## config.mk

```make
export PLATFORM = sky130hd
export DESIGN_NAME = mem_port_arbiter
export DESIGN_NICKNAME = d
export VERILOG_FILES = /design/src/rtl/mem_port_arbiter.sv
export SDC_FILE = /design/constraint.sdc
export NUM_CORES = 1
export LEC_CHECK = 0
export CAP_MARGIN = 10
export CORE_MARGIN = 8
export CORE_UTILIZATION = 41
export DETAILED_ROUTE_END_ITERATION = 10
export GPL_ROUTABILITY_DRIVEN = 0
export GPL_TIMING_DRIVEN = 0
export PLACE_DENSITY = 0.81
export SLEW_MARGIN = 20
export SYNTH_ARGS = -nofsm -noshare
export SYNTH_HDL_FRONTEND = slang
export SYNTH_SLANG_ARGS = --single-unit
```

## constraint.sdc

```tcl
create_clock -name clk -period 2.15 [get_ports clk]
set_input_delay 0.3225 -clock clk [delete_from_list [all_inputs] [get_ports clk]]
set_output_delay 0.3225 -clock clk [all_outputs]
set_load 0.005 [all_outputs]
```

## src/rtl/mem_port_arbiter.sv

```systemverilog
// Shares one fixed-latency memory port between instruction fetch and the MEM-stage data requester.
// Sequences each access IDLE -> WAIT -> DONE and returns a registered one-cycle ready pulse.
module mem_port_arbiter #(
  parameter int MEM_LATENCY = 2
) (
  input  logic        clk,
  input  logic        reset,
  input  logic        if_req,
  input  logic [31:0] if_addr,
  output logic [31:0] if_rdata,
  output logic        if_ready,
  input  logic        d_read,
  input  logic        d_write,
  input  logic [31:0] d_addr,
  input  logic [31:0] d_wdata,
  output logic [31:0] d_rdata,
  output logic        d_ready,
  output logic        mem_en,
  output logic        mem_we,
  output logic [31:0] mem_addr,
  output logic [31:0] mem_wdata,
  input  logic [31:0] mem_rdata,
  output logic        stall_if,
  output logic        stall_mem
);

  localparam int CNT_W = 4;

  typedef enum logic [1:0] {IDLE, WAIT, DONE} state_t;

  state_t           state;
  state_t           state_nxt;
  logic [CNT_W-1:0] cnt;
  logic             owner_data;
  logic             last_grant_data;
  logic             d_req;
  logic             grant;
  logic             grant_data;
  logic             capture;

  always_ff @(posedge clk) begin
    if (!reset) state <= IDLE;
    else        state <= state_nxt;
  end

  // On a tie the requester that did not own the previous access wins.
  always_comb begin
    state_nxt  = state;
    grant      = 1'b0;
    grant_data = 1'b0;
    capture    = 1'b0;
    d_req      = d_read | d_write;
    case (state)
      IDLE: begin
        if (if_req | d_req) begin
          grant      = 1'b1;
          grant_data = d_req & (~if_req | ~last_grant_data);
          state_nxt  = WAIT;
        end
      end
      WAIT: begin
        if (cnt == CNT_W'(1)) begin
          capture   = 1'b1;
          state_nxt = DONE;
        end
      end
      DONE:    state_nxt = IDLE;
      default: state_nxt = IDLE;
    endcase
  end

  always_ff @(posedge clk) begin
    if (!reset) begin
      if_rdata        <= '0;
      d_rdata         <= '0;
      if_ready        <= 1'b0;
      d_ready         <= 1'b0;
      mem_en          <= 1'b0;
      mem_we          <= 1'b0;
      mem_addr        <= '0;
      mem_wdata       <= '0;
      cnt             <= '0;
      owner_data      <= 1'b0;
      last_grant_data <= 1'b1;
    end else begin
      mem_en   <= grant;
      if_ready <= capture & ~owner_data;
      d_ready  <= capture & owner_data;
      if (grant) begin
        mem_addr   <= grant_data ? d_addr : if_addr;
        mem_we     <= grant_data & d_write;
        mem_wdata  <= grant_data ? d_wdata : '0;
        owner_data <= grant_data;
        cnt        <= CNT_W'(MEM_LATENCY);
      end else if (state == WAIT) begin
        cnt <= cnt - CNT_W'(1);
      end
      // mem_we is still held from the grant, so it tells a write apart from a read here.
      if (capture) begin
        last_grant_data <= owner_data;
        if (!mem_we) begin
          if (owner_data) d_rdata  <= mem_rdata;
          else            if_rdata <= mem_rdata;
        end
      end
    end
  end

  assign stall_if  = if_req & ~if_ready;
  assign stall_mem = (d_read | d_write) & ~d_ready;

endmodule

```

Yosys cells after proc, flatten, opt, wreduce, memory -nomap -nowiden --
Index checks and enable logic that the tools add are counted.
Storage, ports and cells: bits of input ports 133, register bits 140
Operators by class: add/subtract/negate cells 1, muxes and demuxes 13, reduce and logical (&&, ||, !) cells 6, bitwise logic cells 16, equality and inequality tests 4
Operators by type and width (count):
- $mux W32 | 2
- $mux W2 | 4
- $not A1 Y1 | 7
- $and A1 B1 Y1 | 6
- $mux W1 | 6
- $reduce_and A3 Y1 | 2
- $eq A4 B1 Y1 const B | 1
- $ne A2 B2 Y1 const B | 2
- $pmux W2 S2 | 1
- $sub A4 B1 Y4 const B | 1
- $or A1 B1 Y1 | 3
- $eq A2 B1 Y1 const B | 1
- $logic_not A2 Y1 | 1
- $reduce_and A2 Y1 | 1
- $reduce_bool A2 Y1 | 1
- $reduce_or A2 Y1 | 1

Depth between registers and ports, before layout --
depth in word-level cells 6, depth in mapped cells 7, gate-level depth less buffers 5

Worst setup path after synthesis --
Ideal clock, no wire load.
kind reg2reg, start point reg cnt[1], end point reg last_grant_data, data required time 2017 ps, arrival 1449 ps, path slack 568 ps, stages on the path, launching flop included 8, path buffers 2, path through dfxtp_1 > inv_1 > ha_1 > or3b_1 > buf_2 > clkbuf_1 > o21ai_0 > nand3_1
Between the ends: cells in the longest elaborated chain, start to end 3
Ends and longest elaborated chain:
- from (decl) | line 33 | logic [CNT_W-1:0] cnt;
- from (signal assigned) | line 94 | cnt <= CNT_W'(MEM_LATENCY);
- from (signal assigned) | line 96 | cnt <= cnt - CNT_W'(1);
- $eq A4 B1 Y1 | line 62 | if (cnt == CNT_W'(1)) begin
- $mux W1 | line 62
- $mux W1 | line 53 | case (state)
- to (signal assigned) | line 100 | last_grant_data <= owner_data;
- to (decl) | line 35 | logic last_grant_data;
No other way between the ends. A chain may end at the register's enable or synchronous reset.

Final worst setup path --
start point in d_write, end point out stall_mem
Between the ends: cells in the longest elaborated chain, start to end 2
Ends and longest elaborated chain:
- from (decl) | line 13 | input logic d_write,
- $or A1 B1 Y1 | line 110 | assign stall_mem = (d_read | d_write) & ~d_ready;
- $and A1 B1 Y1 | line 110
- to (decl) | line 24 | output logic stall_mem
No other way between the ends.

==> impl_metrics.ini <==
[status]
outcome = complete, no violations

[die]
fp.dieArea_mm2 = 0.01764
fp-row-count = 42
initial_core_util = 0.4209
core_mm2 = 0.01330
chipWidth_um = 132.8
die_h_um = 132.8
ios = 267

[grt]
grt_use_total = 0.2196
grt_pass1_wl_mm = 31.06
antenna_found_initial = 0
grt_max_degree = 17
grt_overflow = 0
grt_pass1_vias = 5701

[finish]
antenna_cells = 0
fin_util = 0.6770
drive_gt1_frac = 0.07263
synthToLayoutAreaGrowth_pct = 60.87
nets = 1019
fin_area_mm2 = 0.009001

[clock_tree]
holdBufCountCts = 0
numCtsBuffers = 17
ctsResizeCount = 0
numClockSinks = 140
post_cts_buffers = 0
htree_levels = 4
tritoncts = done
cts_buffer_depth = 2
clk_pin_slew_ns = 0.06
root_buffer = clkbuf_16
clk_latency_ns = 0.41

[power]
power_density_mw_per_mm2 = 774.4
p_int_mw = 5.141
p_comb_frac = 0.207
swShare = 0.2625
sequentialPowerShare = 0.411
power.share.clock = 0.382
cellLeakagePower_nw = 3.341
worst_ir_drop_vdd_mv = 0.5416
switchingPower_mw = 1.830

[detailed_routing]
num_vias = 5604
ant_nets = 0
wl_per_cell_um = 18.31
routed_wl_mm = 19.61
drc = 0
first_iter_violations = 331
vias_per_cell = 5.232
first_pass_iters = 5

[critical_path]
ff2ff_path_depth = 6
cpMaxStageDelayCell = clkdlybuf4s50_1
cp.arrival_ns = 1.56
crit_family = buffers and inverters
end_kind = output port
rrSetupSlack_ns = 0.29
worstSetupPathType = primary input to output port
crit_required_ns = 1.83
critical_path.max_fanout = 4
cp_cell_sequence = clkdlybuf4s50_1 > nor2_1 > nor2_1 > clkdlybuf4s50_1
timing.rr.end = d_rdata[13]
cp-start-kind = primary input
path_depth = 4
critical_path.max_stage_delay_ns = 0.54
rr_startpoint = cnt[0]
crit_buf_inv = 2
critPathLaunch = d_write
setup.worst_path.end = stall_mem

[synthesis]
synth-edff-count = 0
synth-simple-area-share = 0.1286
async_flop_share = 0
syn_area_per_cell_um2 = 9.326
synthesis.area_mm2 = 0.005595
ys_warn_count = 0
synth_fp_nets = 735
synth_top_family_by_area = compound AO/OA/AOI/OAI gates
seq_area_frac_synth = 0.5009
synth_cells = 600
synth_fa_ha_area_frac = 0.004472
synthMuxAreaShare = 0.001789
synthXorXnorAreaFrac = 0.001565
ys_seq_elements = 140
synth_compound_gate_area_share = 0.2601
synthFlopType = dfxtp_1
yosysUniqueCellTypes = 43

[sta]
relSlewSlack = 0.5652
setup_violations = 0
rsz0062_at_grt = false
slew_viol_final = 0
post-route-period-util = 0.8766
fmax_mhz = 530.6
fin_hold_ws_ns = 0.4365
tightest_slew_ns = 0.6505
hold_violations = 0
finClkSkew_ns = 0.006983
post-route-min-period_ns = 1.885

[placed_design]
place_area_mm2 = 0.008468
dp_hpwl_mm = 15.08
io_buffers = 265

[min_path]
hold_path_class = primary input to flop
holdPathStages = 3

[flow_run]
drv_cap = 0
[placed cells by master, fill, tap and decap left out, drive strengths merged, types with 2 or more instances in the layout]
master | synthesis | layout
or2 | 2 | 2
ha | 2 | 2
nand2 | 2 | 2
nand4 | 32 | 32
a22o | 33 | 33
clkdlybuf4s50 | 0 | 265
buf | 30 | 30
nor2b | 4 | 4
clkbuf | 31 | 52
o221ai | 32 | 32
and3 | 2 | 2
nor3b | 2 | 2
clkinv | 0 | 7
a21oi | 2 | 2
nor2 | 4 | 4
nand3 | 66 | 66
dfxtp | 140 | 140
o21ai | 66 | 66
a21boi | 64 | 64
inv | 66 | 66
nand3b | 2 | 2
a21o | 2 | 2
nor3 | 2 | 2
[Yosys cell counts (4+ instances only)]
| library cell | n | share of area |
|---|---|---|
| buf_2 | 17 | 0.015 |
| dfxtp_1 | 140 | 0.50 |
| nor2_1 | 4 | 0.0027 |
| nand3_1 | 66 | 0.059 |
| a22o_1 | 33 | 0.052 |
| o21ai_1 | 30 | 0.027 |
| inv_1 | 66 | 0.044 |
| a21boi_1 | 62 | 0.083 |
| buf_4 | 6 | 0.0080 |
| nand4_1 | 32 | 0.036 |
| buf_6 | 7 | 0.014 |
| o21ai_0 | 35 | 0.031 |
| clkbuf_1 | 30 | 0.020 |
| o221ai_1 | 32 | 0.050 |
| nor2b_1 | 4 | 0.0045 |
[cells by family after synthesis]
group,Yosys count
adder cells (fa/ha/maj),2
buffers and inverters,127
XOR/XNOR,1
flip-flops,140
AO/OA/AOI/OAI,204
AND/OR/NAND/NOR,125
multiplexers,1
[layout make-up]
type / count / area [µm²]
fillers: 1059 / 4294
flip-flops and latches: 140 / 2803
repair buffers: 265 / 2653
multi-input cells: 333 / 2218
clock buffers: 21 / 460.4
plain buffers: 61 / 326.6
inverters: 66 / 247.7
well taps: 176 / 220.2
clock inverters: 9 / 72.57
[worst register-to-register path, stage by stage, from the launching register on]
cell      delay (ns)
dfxtp_1         0.39
ha_1            0.18
or3b_1          0.39
buf_2           0.20
clkbuf_1        0.25
o21ai_0         0.25
a21boi_1        0.09
[layer usage]
metal  track usage  share of wire  wire, µm  vias up
met2        0.3708           0.49      9683      201
met3       0.06056          0.065      1267       37
met5             0              0         0        -
met4       0.09022          0.026       504        0
li1              -              -         -     2733
met1        0.2567           0.42      8155     2633
[registers in the layout, summed over array words and instances (netlist names), 2 cells and up]
signal     count
state          2
d_rdata       32
mem_addr      32
cnt            4
mem_wdata     32
if_rdata      32
[worst min-delay path by stage]
stage / to / slack [ns] / start
final: mem_addr[3] / 0.44 / reset
after CTS: mem_addr[3] / 0.42 / reset
after global placement: d_rdata[25] / 0.46 / d_rdata[25]
after detailed placement: d_rdata[4] / 0.46 / d_rdata[4]
after floorplan: mem_wdata[0] / 0.45 / d_wdata[0]
after global routing: mem_addr[31] / 0.47 / reset
[power by group through the flow]
stage                     Clock [mW]  Sequential (mW)  Combinational, mW
final                           2.66             2.87               1.44
after global routing            2.82             2.89               1.57
after CTS                       2.70             2.87               1.45
after detailed placement           0             2.92               1.43
after global placement             0             2.91               1.43
after floorplan                    0             2.93              0.650
[per-stage QoR]
| step | setup TNS, ns | std cells | setup slack, ns | total power [mW] |
|---|---|---|---|---|
| 2_1_floorplan | 0 | 600 | 0.5678 | 3.575 |
| 3_3_place_gp | -0.3051 | 1041 | -0.03838 | 4.347 |
| 3_5_place_dp | -0.5819 | 1041 | -0.06257 | 4.356 |
| 4_1_cts | 0 | 1071 | 0.2503 | 7.014 |
| 5_1_grt | 0 | 1071 | 0.09988 | 7.280 |
| 6_report | 0 | 1071 | 0.2654 | 6.971 |
Note: power is estimated with default switching activity, not from simulation.
